### src/rtl/bin2bcd_seq.sv
// Sequential binary-to-BCD converter using shift-and-add-3, one input bit per clock.
// Results are held stable between conversions so downstream 7-segment decoders never flicker.
module bin2bcd_seq #(
  parameter int unsigned WIDTH  = 8,
  parameter int unsigned DIGITS = 3
) (
  input  logic                  clk,
  input  logic                  rst,
  input  logic                  start,
  input  logic [WIDTH-1:0]      bin,
  output logic                  busy,
  output logic                  done,
  output logic [4*DIGITS-1:0]   bcd,
  output logic [DIGITS-1:0]     blank,
  output logic                  ovf
);

  localparam int unsigned CW = $clog2(WIDTH + 1);
  localparam logic [DIGITS-1:0] BlankRst = ~DIGITS'(1);

  typedef enum logic [1:0] {StIdle, StShift, StDone} state_e;

  state_e               state_q;
  logic [WIDTH-1:0]     shreg_q;
  logic [4*DIGITS-1:0]  scratch_q;
  logic [CW-1:0]        count_q;
  logic                 ovf_int_q;

  logic [4*DIGITS-1:0]  adj;
  logic [4*DIGITS-1:0]  scratch_nxt;
  logic                 carry;
  logic                 ovf_nxt;
  logic                 zero_run;
  logic [DIGITS-1:0]    blank_nxt;
  logic [4*DIGITS-1:0]  bcd_nxt;

  // One double-dabble step plus the display-ready view of its result.
  always_comb begin
    adj = scratch_q;
    for (int k = 0; k < int'(DIGITS); k++) begin
      if (scratch_q[4*k +: 4] >= 4'd5) begin
        adj[4*k +: 4] = scratch_q[4*k +: 4] + 4'd3;
      end
    end
    {carry, scratch_nxt} = {adj, shreg_q[WIDTH-1]};
    ovf_nxt = ovf_int_q | carry;

    zero_run  = 1'b1;
    blank_nxt = '0;
    for (int k = int'(DIGITS) - 1; k >= 1; k--) begin
      zero_run     = zero_run & (scratch_nxt[4*k +: 4] == 4'd0);
      blank_nxt[k] = zero_run;
    end

    if (ovf_nxt) begin
      bcd_nxt   = {DIGITS{4'h9}};
      blank_nxt = '0;
    end else begin
      bcd_nxt = scratch_nxt;
    end
  end

  always_ff @(posedge clk or posedge rst) begin
    if (rst) begin
      state_q   <= StIdle;
      shreg_q   <= '0;
      scratch_q <= '0;
      count_q   <= '0;
      ovf_int_q <= 1'b0;
      bcd       <= '0;
      blank     <= BlankRst;
      ovf       <= 1'b0;
    end else begin
      case (state_q)
        StIdle, StDone: begin
          if (start) begin
            shreg_q   <= bin;
            scratch_q <= '0;
            count_q   <= CW'(WIDTH);
            ovf_int_q <= 1'b0;
            state_q   <= StShift;
          end else begin
            state_q <= StIdle;
          end
        end
        StShift: begin
          scratch_q <= scratch_nxt;
          shreg_q   <= shreg_q << 1;
          count_q   <= count_q - CW'(1);
          ovf_int_q <= ovf_nxt;
          if (count_q == CW'(1)) begin
            bcd     <= bcd_nxt;
            blank   <= blank_nxt;
            ovf     <= ovf_nxt;
            state_q <= StDone;
          end
        end
        default: state_q <= StIdle;
      endcase
    end
  end

  assign busy = (state_q == StShift);
  assign done = (state_q == StDone);

endmodule
### config.mk
export PLATFORM = sky130hd
export DESIGN_NAME = bin2bcd_seq
export DESIGN_NICKNAME = d
export VERILOG_FILES = /design/src/rtl/bin2bcd_seq.sv
export SDC_FILE = /design/constraint.sdc
export NUM_CORES = 1
export LEC_CHECK = 0
export ABC_AREA = 1
export ABC_CLOCK_PERIOD_IN_PS = 1740
export CORE_MARGIN = 8
export CORE_UTILIZATION = 45
export CTS_BUF_LIST = sky130_fd_sc_hd__clkbuf_4 sky130_fd_sc_hd__clkbuf_8
export CTS_CLUSTER_SIZE = 40
export DETAILED_ROUTE_END_ITERATION = 16
export HOLD_SLACK_MARGIN = 0.08
export PLACE_DENSITY = 0.67
export SLEW_MARGIN = 15
export SYNTH_ARGS = -nofsm -noshare
export SYNTH_HDL_FRONTEND = slang
export SYNTH_SLANG_ARGS = --single-unit
### constraint.sdc
create_clock -name clk -period 1.74 [get_ports clk]
set_clock_uncertainty 0.1 [all_clocks]
set_input_delay 0.174 -clock clk [delete_from_list [all_inputs] [get_ports clk]]
set_output_delay 0.174 -clock clk [all_outputs]
set_load 0.05 [all_outputs]
==> parameters.txt, run 1 <==
Parameter                              Value

Logic synthesis
  Ys flop type ... sky130_fd_sc_hd__dfrtp_1
  Area fraction of the dominant cell type after synthesis ... 43.6%
  Async SR Flop Fraction ... 100%
  Post-synthesis cell type count ... 37
  Synth warn ... 0
  #FFs+latches synth ... 42
  Post-synthesis compound-gate area fraction ... 17.1%
  Number of enable-type register cells in the synthesized netlist ... 0
  Post-Synth XOR/XNOR Area ... 0.764%
  Leading area contributor after synthesis ... sky130_fd_sc_hd__dfrtp_1
  Sequential-to-total area share from yosys stat ... 45.9%
  Synthesized instance count ... 249
  Mux contribution to synthesized area ... 0%
  Post-Syn Nets ... 268
  Combinational family with the most area after synthesis ... simple AND/OR/NAND/NOR gates
  Fraction of the mapped netlist area in adder cells ... 4.36%
  Synth Cell Area ... 2290 um2
  Post-synthesis area per instance ... 9.21 um2
  Largest cells by area after synthesis ... sky130_fd_sc_hd__dfrtp_1, sky130_fd_sc_hd__nand2_1, sky130_fd_sc_hd__inv_1, sky130_fd_sc_hd__ha_1, sky130_fd_sc_hd__o211ai_2
  Share of synthesized cell area in and, or, nand and nor gates ... 21.0%

Timing
  Final max-slew violation count ... 0
  Final critical delay including setup and external delays ... 1640 ps
  Worst hold slack after final layout ... 127 ps
  Number of failing setup endpoints in the final timing report ... 0
  Max Clk Rate ... 611 MHz
  Setup_tns ... 0 ps
  Number of failing hold endpoints at the final stage ... 0
  Period utilization ... 94.0%

Route
  Number of vias after detailed routing ... 1706
  Per-cell via count in the routed design ... 4.87
  Total wire length ... 4.39 mm
  Number of iterations in the first detailed-routing pass ... 4
  Routed length per placed instance ... 12.5 um
  Initial detailed-routing violation count ... 72
  Count of nets left with antenna violations after detail routing ... 0
  Number of design rule violations left after detail routing ... 0

Run status
  Status ... finished clean

Power and ir drop
  Power per Cell Area ... 2130 nW/um2
  LEAKAGE ... 1.31 nW
  VDD IR-drop max ... 0.00101 V
  Post-route total power ... 0.00575 W

Floorplan
  Number of top-level design ports ... 29
  Std-Cell Rows ... 26
  Die height ... 87.4 um
  Starting Density ... 45.8%
  Floorplan core area ... 5010 um2
  Die span in x ... 87.4 um
  Area enclosed by the die boundary ... 7640 um2

Clock tree
  TritonCTS Buffers ... 5
  CTS tree ... built
  Clock sink count ... 42
  CTS H-Tree Depth ... 2
  Clock transition time at the flip-flop clock pins of the worst setup and hold paths ... 80 ps
  Buffer cell driving the clock tree root ... sky130_fd_sc_hd__clkbuf_8
  Clk_lat worst skew ... 290 ps
  Maximum buffer depth of the clock tree ... 2
  Number of buffers added to fix hold violations after cts ... 0

Placed design
  Post-Place Cell Area ... 2570 um2
  Total half-perimeter wirelength after legalization and detailed placement ... 3.26 mm
  Final GP Congestion ... 0.862
  Buffers added on ports ... 27

Setup path
  Cell count of the worst reg-to-reg path ... 10
  Crit path DAT ... 1770 ps
  Maximum fanout along the worst path ... 4
  Critical register-to-register path startpoint ... scratch_q[9]$_DFFE_PP0P_
  Startpoint types ... flip-flop
  Worst R2R Setup Slack ... 100 ps
  Endpoint of the most critical setup path ... blank[1]$_DFFE_PP1P_
  Type of destination of the critical path ... flip-flop
  Critical path origin ... scratch_q[9]$_DFFE_PP0P_
  Worst setup path class ... flip-flop to flip-flop
  Data required time at the worst endpoint ... 1880 ps
  Terminus of the critical flop-to-flop path ... blank[1]$_DFFE_PP1P_

Global routing
  Number of antenna violations at the first check in global routing ... 0
  Overall track demand over capacity in global routing ... 12.5%
  Global-route wire length before repair ... 7.46 mm
  Pin count of the biggest net entering global routing ... 43
  Number of global-route vias before repair ... 1689
  Aggregate global routing overflow ... 0

Final layout
  Commonest non-fill, non-tap cell in the layout ... sky130_fd_sc_hd__nand2_1
  Diode count ... 0
  Share of layout cells above drive strength 1 ... 26.1%
  Post-layout instance area ... 2700 um2
  Most frequent cells in the layout ... sky130_fd_sc_hd__nand2_1, sky130_fd_sc_hd__dfrtp_1, sky130_fd_sc_hd__inv_1
  NumNets Final ... 298
  Util after Layout ... 53.8%
  Syn-to-layout area delta ... 17.5%

Flow run
  Max capacitance violation total ... 0

Min path
  Hold WC Path Type ... input pin to async pin
==> critical path: stages (launching register included) <==
cell	delay [ps]
sky130_fd_sc_hd__dfrtp_1	410
sky130_fd_sc_hd__inv_1	120
sky130_fd_sc_hd__ha_1	170
sky130_fd_sc_hd__inv_2	60
sky130_fd_sc_hd__o21ai_2	120
sky130_fd_sc_hd__nand2_1	100
sky130_fd_sc_hd__nand2_1	70
sky130_fd_sc_hd__o21ai_1	90
sky130_fd_sc_hd__nor2_1	180
sky130_fd_sc_hd__nand3_1	100
sky130_fd_sc_hd__nand2_1	60
==> metal layers <==
metal	vias to the layer above	share of wire (%)	global-route usage [%]
li1	866	-	-
met1	785	45	14.3
met2	48	46	20.2
met3	7	6.9	4.53
met4	0	1.7	6.09
met5	-	0	0
==> sequential cells by signal, summed over array words and instances (netlist names) <==
register / count
bcd: 12
scratch_q: 12
shreg_q: 8
count_q: 4
blank: 2
state_q: 2
ovf: 1
ovf_int_q: 1
==> kinds of logic (layout without fill, tap and decap cells) <==
logic type                 count (synthesis)  after routing
xor gates and xnor gates                   2              2
buffers and inverters                     44             75
other                                      1              1
and+or+nand+nor                           96             96
AOI/OAI and AO/OA                         56             56
DFF                                       42             42
adders and majority gates                  8              8
==> cells in the mapped netlist (2+ instances only) <==
| cell type | count |
|---|---|
| sky130_fd_sc_hd__dfrtp_1 | 40 |
| sky130_fd_sc_hd__o22ai_1 | 6 |
| sky130_fd_sc_hd__o21ai_2 | 9 |
| sky130_fd_sc_hd__nor2_1 | 11 |
| sky130_fd_sc_hd__inv_2 | 4 |
| sky130_fd_sc_hd__o21ai_1 | 14 |
| sky130_fd_sc_hd__nand3_1 | 10 |
| sky130_fd_sc_hd__o21ai_0 | 11 |
| sky130_fd_sc_hd__o211ai_2 | 8 |
| sky130_fd_sc_hd__nand2_2 | 4 |
| sky130_fd_sc_hd__nand2_1 | 60 |
| sky130_fd_sc_hd__ha_1 | 8 |
| sky130_fd_sc_hd__dfstp_2 | 2 |
| sky130_fd_sc_hd__nand4_2 | 3 |
| sky130_fd_sc_hd__buf_6 | 5 |
| sky130_fd_sc_hd__inv_1 | 29 |
| sky130_fd_sc_hd__nor2_2 | 2 |
| sky130_fd_sc_hd__a21oi_1 | 4 |
==> final cells by class <==
type / instances / area (um2)
clock buffer: 7 / 90.1
tap: 70 / 87.6
inverter: 36 / 145
sequential: 42 / 1050
fill: 462 / 2310
timing repair buffer: 31 / 295
clock inverter: 1 / 5.00
multi-input combinational: 163 / 1020
==> worst min-delay path by stage <==
stage                               startpoint                      to  slack, ps  cells after the start
after detailed placement       ovf$_DFFE_PP0P_         ovf$_DFFE_PP0P_        370                      2
after global routing                       rst  shreg_q[5]$_DFFE_PP0P_        150                      3
final                                      rst  shreg_q[5]$_DFFE_PP0P_        130                      3
after floorplan                         bin[0]  shreg_q[0]$_DFFE_PP0P_        220                      2
after CTS                                  rst  shreg_q[2]$_DFFE_PP0P_        130                      3
after global placement    blank[2]$_DFFE_PP1P_    blank[2]$_DFFE_PP1P_        360                      2
==> repair_timing <==
| item | CTS | global route |
|---|---|---|
| resized for setup | 0 | 8 |
| setup buffers | 0 | 1 |
| endpoints found under the setup margin | 0 | 15 |
==> stage by stage <==
stage               worst slack, ps  cells
floorplan                       299    249
global placement               99.3    341
detailed placement             69.7    341
CTS                            42.0    349
global route                  -11.5    350
finish                          104    350
==> report_power, final <==
group / switching [W] / internal (W) / leakage, nW
registers: 0.000262 / 0.00143 / 0.510
logic: 0.00225 / 0.00115 / 0.752
clock network: 0.000313 / 0.000335 / 0.0517
total: 0.00283 / 0.00292 / 1.31
Power figures use the tool's default switching activity.
==> inputs of run 2 (changes only) <==
Settings changed: CAP_MARGIN set to 0, CORE_UTILIZATION 45 to 52, PLACE_DENSITY 0.67 to 0.76.
==> parameters.txt, run 2 (synthesis results as in run 1) <==
Parameter                              Value

Timing
  Final critical delay including setup and external delays ... 1620 ps
  Setup_tns ... 0 ps
  Number of failing hold endpoints at the final stage ... 0
  Final max-slew violation count ... 0
  Max Clk Rate ... 619 MHz
  Unrepaired setup endpoints after global routing ... yes
  Worst hold slack after final layout ... 126 ps
  Number of failing setup endpoints in the final timing report ... 0
  Period utilization ... 92.9%

Setup path
  Cell count of the worst reg-to-reg path ... 9
  Critical path depth ... 4
  Critical path buffer and inverter count ... 3
  Library cell contributing the largest single delay on the critical path ... sky130_fd_sc_hd__dfrtp_1
  Type of destination of the critical path ... output port
  Crit path DAT ... 1340 ps
  Maximum fanout along the worst path ... 24
  Highest cell delay on the worst timing path ... 370 ps
  Startpoint types ... flip-flop
  Data required time at the worst endpoint ... 1470 ps
  Critical path cell sequence ... inv_1 -> nand2_4 -> inv_8 -> buf_12
  Worst setup path class ... flip-flop to output port
  Top delay family on crit path ... buffers and inverters

Clock tree
  Clk_lat worst skew ... 300 ps
  Maximum buffer depth of the clock tree ... 2
  CTS H-Tree Depth ... 2
  Buffer cell driving the clock tree root ... sky130_fd_sc_hd__clkbuf_8
  CTS tree ... built
  Clock sink count ... 42
  Clock transition time at the flip-flop clock pins of the worst setup and hold paths ... 80 ps
  Number of buffers added to fix hold violations after cts ... 0
  TritonCTS Buffers ... 5

Placed design
  Total half-perimeter wirelength after legalization and detailed placement ... 3.14 mm
  Buffers added on ports ... 27
  Post-Place Cell Area ... 2540 um2
  Final GP Congestion ... 0.905

Global routing
  Pin count of the biggest net entering global routing ... 43
  Aggregate global routing overflow ... 0
  Global-route wire length before repair ... 8.10 mm
  GR Layer Usage met1 ... 18.9%
  Met2 Resource Use GR ... 24.7%
  Number of antenna violations at the first check in global routing ... 0
  M3 GR Usage ... 4.65%
  Overall track demand over capacity in global routing ... 15.3%
  Number of global-route vias before repair ... 1788
  Most congested layer reported by global routing ... met2

Final layout
  Regs by FF count ... bcd x12, scratch_q x12, shreg_q x8
  NumNets Final ... 299
  Post-layout instance area ... 2650 um2
  Diode count ... 0
  Most frequent cells in the layout ... sky130_fd_sc_hd__nand2_1, sky130_fd_sc_hd__dfrtp_1, sky130_fd_sc_hd__inv_1
  Util after Layout ... 61.7%
  Share of layout cells above drive strength 1 ... 25.7%
  Commonest non-fill, non-tap cell in the layout ... sky130_fd_sc_hd__nand2_1
  Syn-to-layout area delta ... 15.5%

Power and ir drop
  Internal Dissipation ... 0.00288 W
  Fraction of power spent switching nets ... 49.5%
  Power per Cell Area ... 2150 nW/um2
  Relative contribution of combinational cells to total power ... 59.4%
  P_sw ... 0.00282 W
  Seq pwr share ... 29.6%
  VDD IR-drop max ... 0.00102 V
  LEAKAGE ... 1.32 nW
  Part of the total power dissipated in the clock network ... 11.0%

Route
  Number of iterations in the first detailed-routing pass ... 4
  Routed length per placed instance ... 13.4 um
  Initial detailed-routing violation count ... 173
  Number of vias after detailed routing ... 1739
  Per-cell via count in the routed design ... 5.24
  Total wire length ... 4.45 mm
  Number of design rule violations left after detail routing ... 0
  Count of nets left with antenna violations after detail routing ... 0

Floorplan
  Std-Cell Rows ... 24
  Die span in x ... 82.4 um
  Floorplan core area ... 4290 um2
  Die height ... 82.4 um
  Number of top-level design ports ... 29
  Starting Density ... 53.4%
  Area enclosed by the die boundary ... 6790 um2

Flow run
  Max capacitance violation total ... 0

Min path
  Hold WC Path Type ... input pin to async pin

Run status
  Status ... finished clean
run 2: path summary, 6_finish.rpt:
check	startpoint	to	slack (ps)
worst max-delay path	state_q[1]$_DFFE_PP0P_	busy	120
worst min-delay path	rst	shreg_q[3]$_DFFE_PP0P_	130
worst max register to register	scratch_q[8]$_DFFE_PP0P_	bcd[3]$_DFFE_PP0P_	150
worst min register to register	blank[2]$_DFFE_PP1P_	blank[2]$_DFFE_PP1P_	380
max in group asynchronous	rst	blank[2]$_DFFE_PP1P_	1140
min in group clk	bin[0]	shreg_q[0]$_DFFE_PP0P_	360
run 2: what timing repair did:
action | in CTS | in global routing
gates resized for setup | 0 | 5
setup endpoints to repair | 0 | 12
setup buffers | 0 | 3
run 2: power groups by stage:
stage | Combinational, W | Sequential, W | Clock [W]
floorplan | 0.00233 | 0.00213 | 0
global placement | 0.00330 | 0.00169 | 0
detailed placement | 0.00336 | 0.00170 | 0
CTS | 0.00339 | 0.00169 | 0.000647
global route | 0.00381 | 0.00175 | 0.000704
finish | 0.00339 | 0.00169 | 0.000625
run 2: through the flow:
stage	total power, W	setup slack (ps)	instances
floorplan	0.00446	299	249
finish	0.00570	124	332
detailed placement	0.00507	44.8	322
CTS	0.00572	21.4	329
global placement	0.00499	91.3	322
global route	0.00626	-32.8	332
run 2: worst reg2reg max path, cell delays in order, from the launching register on:
cell                      delay, ps
sky130_fd_sc_hd__dfrtp_1        420
sky130_fd_sc_hd__inv_2           80
sky130_fd_sc_hd__ha_1           160
sky130_fd_sc_hd__inv_2           60
sky130_fd_sc_hd__nor2_1          80
sky130_fd_sc_hd__nor2_1          40
sky130_fd_sc_hd__nand2_1        130
sky130_fd_sc_hd__nand3_2        150
sky130_fd_sc_hd__o21ai_1        200
sky130_fd_sc_hd__nand2_1         70
run 2: layout make-up:
type | instances | area, um2
Multi-Input combinational cell | 163 | 998
Clock buffer | 7 | 83.8
Sequential cell | 42 | 1050
Inverter | 36 | 145
Tap cell | 52 | 65.1
Timing Repair Buffer | 32 | 303
Fill cell | 369 | 1650
run 2: metal layers:
layer	wire length [um]	vias to the layer above
li1	-	869
met1	1940	817
met2	2130	45
met3	306	8
met4	68	0
met5	0	-
==> inputs of run 3 (changes only) <==
Settings changed: ABC_CLOCK_PERIOD_IN_PS 1740 to 1400, PLACE_DENSITY 0.76 to 0.79, SETUP_SLACK_MARGIN set to 0.4.
Clock period 1.74 ns to 1.4 ns, I/O delays scaled along.
==> parameters.txt, run 3 (synthesis results as in run 1) <==
Parameter                              Value

Timing
  Final critical delay including setup and external delays ... 1810 ps
  Post-route setup slack ... -410 ps
  Unrepaired setup endpoints after global routing ... yes
  Number of failing hold endpoints at the final stage ... 0
  Max Clk Rate ... 552 MHz
  Final max-slew violation count ... 0
  Period utilization ... 129%
  Number of failing setup endpoints in the final timing report ... 28

Setup path
  Worst R2R Setup Slack ... -410 ps
  Worst setup path class ... flip-flop to flip-flop
  Startpoint types ... flip-flop
  Terminus of the critical flop-to-flop path ... blank[1]$_DFFE_PP1P_
  Critical path buffer and inverter count ... 2
  Library cell contributing the largest single delay on the critical path ... sky130_fd_sc_hd__dfrtp_1
  Cell count of the worst reg-to-reg path ... 10
  Crit path DAT ... 1970 ps
  Maximum fanout along the worst path ... 3
  Type of destination of the critical path ... flip-flop
  Endpoint of the most critical setup path ... blank[1]$_DFFE_PP1P_
  Data required time at the worst endpoint ... 1560 ps
  Highest cell delay on the worst timing path ... 420 ps
  Critical path cell sequence ... inv_2 -> ha_4 -> inv_4 -> o21ai_4 -> nand3_2 -> nand2_1 -> nand2_1 -> nor2_2 -> nand3_1 -> nand2_1
  Top delay family on crit path ... simple AND/OR/NAND/NOR gates
  Critical path depth ... 10
  Critical register-to-register path startpoint ... scratch_q[5]$_DFFE_PP0P_
  Most prevalent standard cell on the critical path ... sky130_fd_sc_hd__nand2_1
  Critical path origin ... scratch_q[5]$_DFFE_PP0P_

Global routing
  Most congested layer reported by global routing ... met2
  Number of antenna violations at the first check in global routing ... 0
  Global-route wire length before repair ... 11.3 mm
  Pin count of the biggest net entering global routing ... 43
  M3 GR Usage ... 5.09%
  Met2 Resource Use GR ... 38.7%
  Overall track demand over capacity in global routing ... 22.1%
  GR Layer Usage met1 ... 23.3%
  Aggregate global routing overflow ... 0
  Number of global-route vias before repair ... 2253

Flow run
  Max capacitance violation total ... 0

Floorplan
  Die span in x ... 82.4 um
  Number of top-level design ports ... 29
  Die height ... 82.4 um
  Std-Cell Rows ... 24
  Area enclosed by the die boundary ... 6790 um2
  Floorplan core area ... 4290 um2
  Starting Density ... 53.4%

Final layout
  Share of layout cells above drive strength 1 ... 60.2%
  Regs by FF count ... bcd x12, scratch_q x12, shreg_q x8
  Most frequent cells in the layout ... sky130_fd_sc_hd__nand2_1, sky130_fd_sc_hd__buf_4, sky130_fd_sc_hd__dfrtp_1
  Non-filler instance count after layout ... 384
  Syn-to-layout area delta ... 71.2%
  NumNets Final ... 350
  Diode count ... 0

Clock tree
  TritonCTS Buffers ... 5
  Clock sink count ... 42
  Number of buffers added to fix hold violations after cts ... 0
  CTS H-Tree Depth ... 2
  Clk_lat worst skew ... 310 ps
  Buffer cell driving the clock tree root ... sky130_fd_sc_hd__clkbuf_8
  CTS tree ... built
  Clock transition time at the flip-flop clock pins of the worst setup and hold paths ... 90 ps
  Maximum buffer depth of the clock tree ... 2

Route
  Routed length per placed instance ... 24.7 um
  Number of vias after detailed routing ... 2332
  Initial detailed-routing violation count ... 310
  Number of iterations in the first detailed-routing pass ... 5
  Total wire length ... 9.48 mm
  Count of nets left with antenna violations after detail routing ... 0
  Number of design rule violations left after detail routing ... 0
  Per-cell via count in the routed design ... 6.07

Placed design
  Total half-perimeter wirelength after legalization and detailed placement ... 3.76 mm
  Final GP Congestion ... 0.854
  Dpl cells ... 343
  Buffers added on ports ... 27

Min path
  Hold WC Path Type ... input pin to async pin

Run status
  Status ... finished with violations
  Violations in the final reports ... negative setup slack
[run 3: cell count changes in the layout (fill, tap and decap cells not counted), sizes merged]
cell      before  now
clkinv         1    2
buf           22   71
clkbuf         7    6
bufinv         0    2
clkinvlp       0    1
[run 3: timing repair]
action,CTS,global route
cloned,3,0
resized for setup,58,61
setup endpoints to repair,59,59
hold endpoints to repair,0,0
setup buffers,16,14
pin swaps,24,20
[run 3: worst min path at each step]
stage / startpoint / end / cells after the start
2_1_floorplan: rst / bcd[0]$_DFFE_PP0P_ / 1
3_3_place_gp: count_q[3]$_DFFE_PP0P_ / count_q[3]$_DFFE_PP0P_ / 1
3_5_place_dp: blank[2]$_DFFE_PP1P_ / blank[2]$_DFFE_PP1P_ / 2
4_1_cts: rst / shreg_q[3]$_DFFE_PP0P_ / 3
5_1_grt: rst / shreg_q[1]$_DFFE_PP0P_ / 3
6_report: rst / shreg_q[3]$_DFFE_PP0P_ / 3
[run 3: final cells by class]
| class | count | area (um2) |
|---|---|---|
| clock buffers | 6 | 82.6 |
| repair inverters | 2 | 32.5 |
| flip-flops and latches | 42 | 1060 |
| well taps | 52 | 65.1 |
| repair buffers | 81 | 975 |
| multi-input cells | 163 | 1480 |
| fillers | 149 | 368 |
| clock inverters | 2 | 60.1 |
| inverters | 36 | 179 |
[run 3: worst register-to-register path, delay by kind of cell (launching register included)]
kind | cells | cell delay [ps]
DFF | 1 | 420
AOI/OAI and AO/OA | 1 | 160
buffers and inverters | 2 | 220
adders and majority gates | 1 | 190
and+or+nand+nor | 6 | 650
[run 3: stage by stage]
| step | setup slack (ps) | utilization [%] | TNS [ps] | cell area [um2] | hold slack, ps |
|---|---|---|---|---|---|
| finish | -410 | 91.4 | -4240 | 3930 | 142 |
| global route | -432 | 91.4 | -5150 | 3930 | 162 |
| CTS | -79.0 | 82.7 | -819 | 3550 | 148 |
| detailed placement | -130 | 70.0 | -1320 | 3010 | 383 |
| global placement | -39.5 | 70.0 | -245 | 3010 | 381 |
| floorplan | 0.181 | - | 0 | 2420 | 30.8 |
[run 3: metal layers]
| layer | vias to the layer above | wire length (um) |
|---|---|---|
| met5 | - | 0 |
| li1 | 979 | - |
| met1 | 1138 | 3600 |
| met2 | 162 | 4620 |
| met4 | 0 | 551 |
| met3 | 53 | 714 |
Power of run 3 is left out: the tool's default activity adds up to more than one toggle a clock period on the data nets, which glitch-free logic cannot reach.
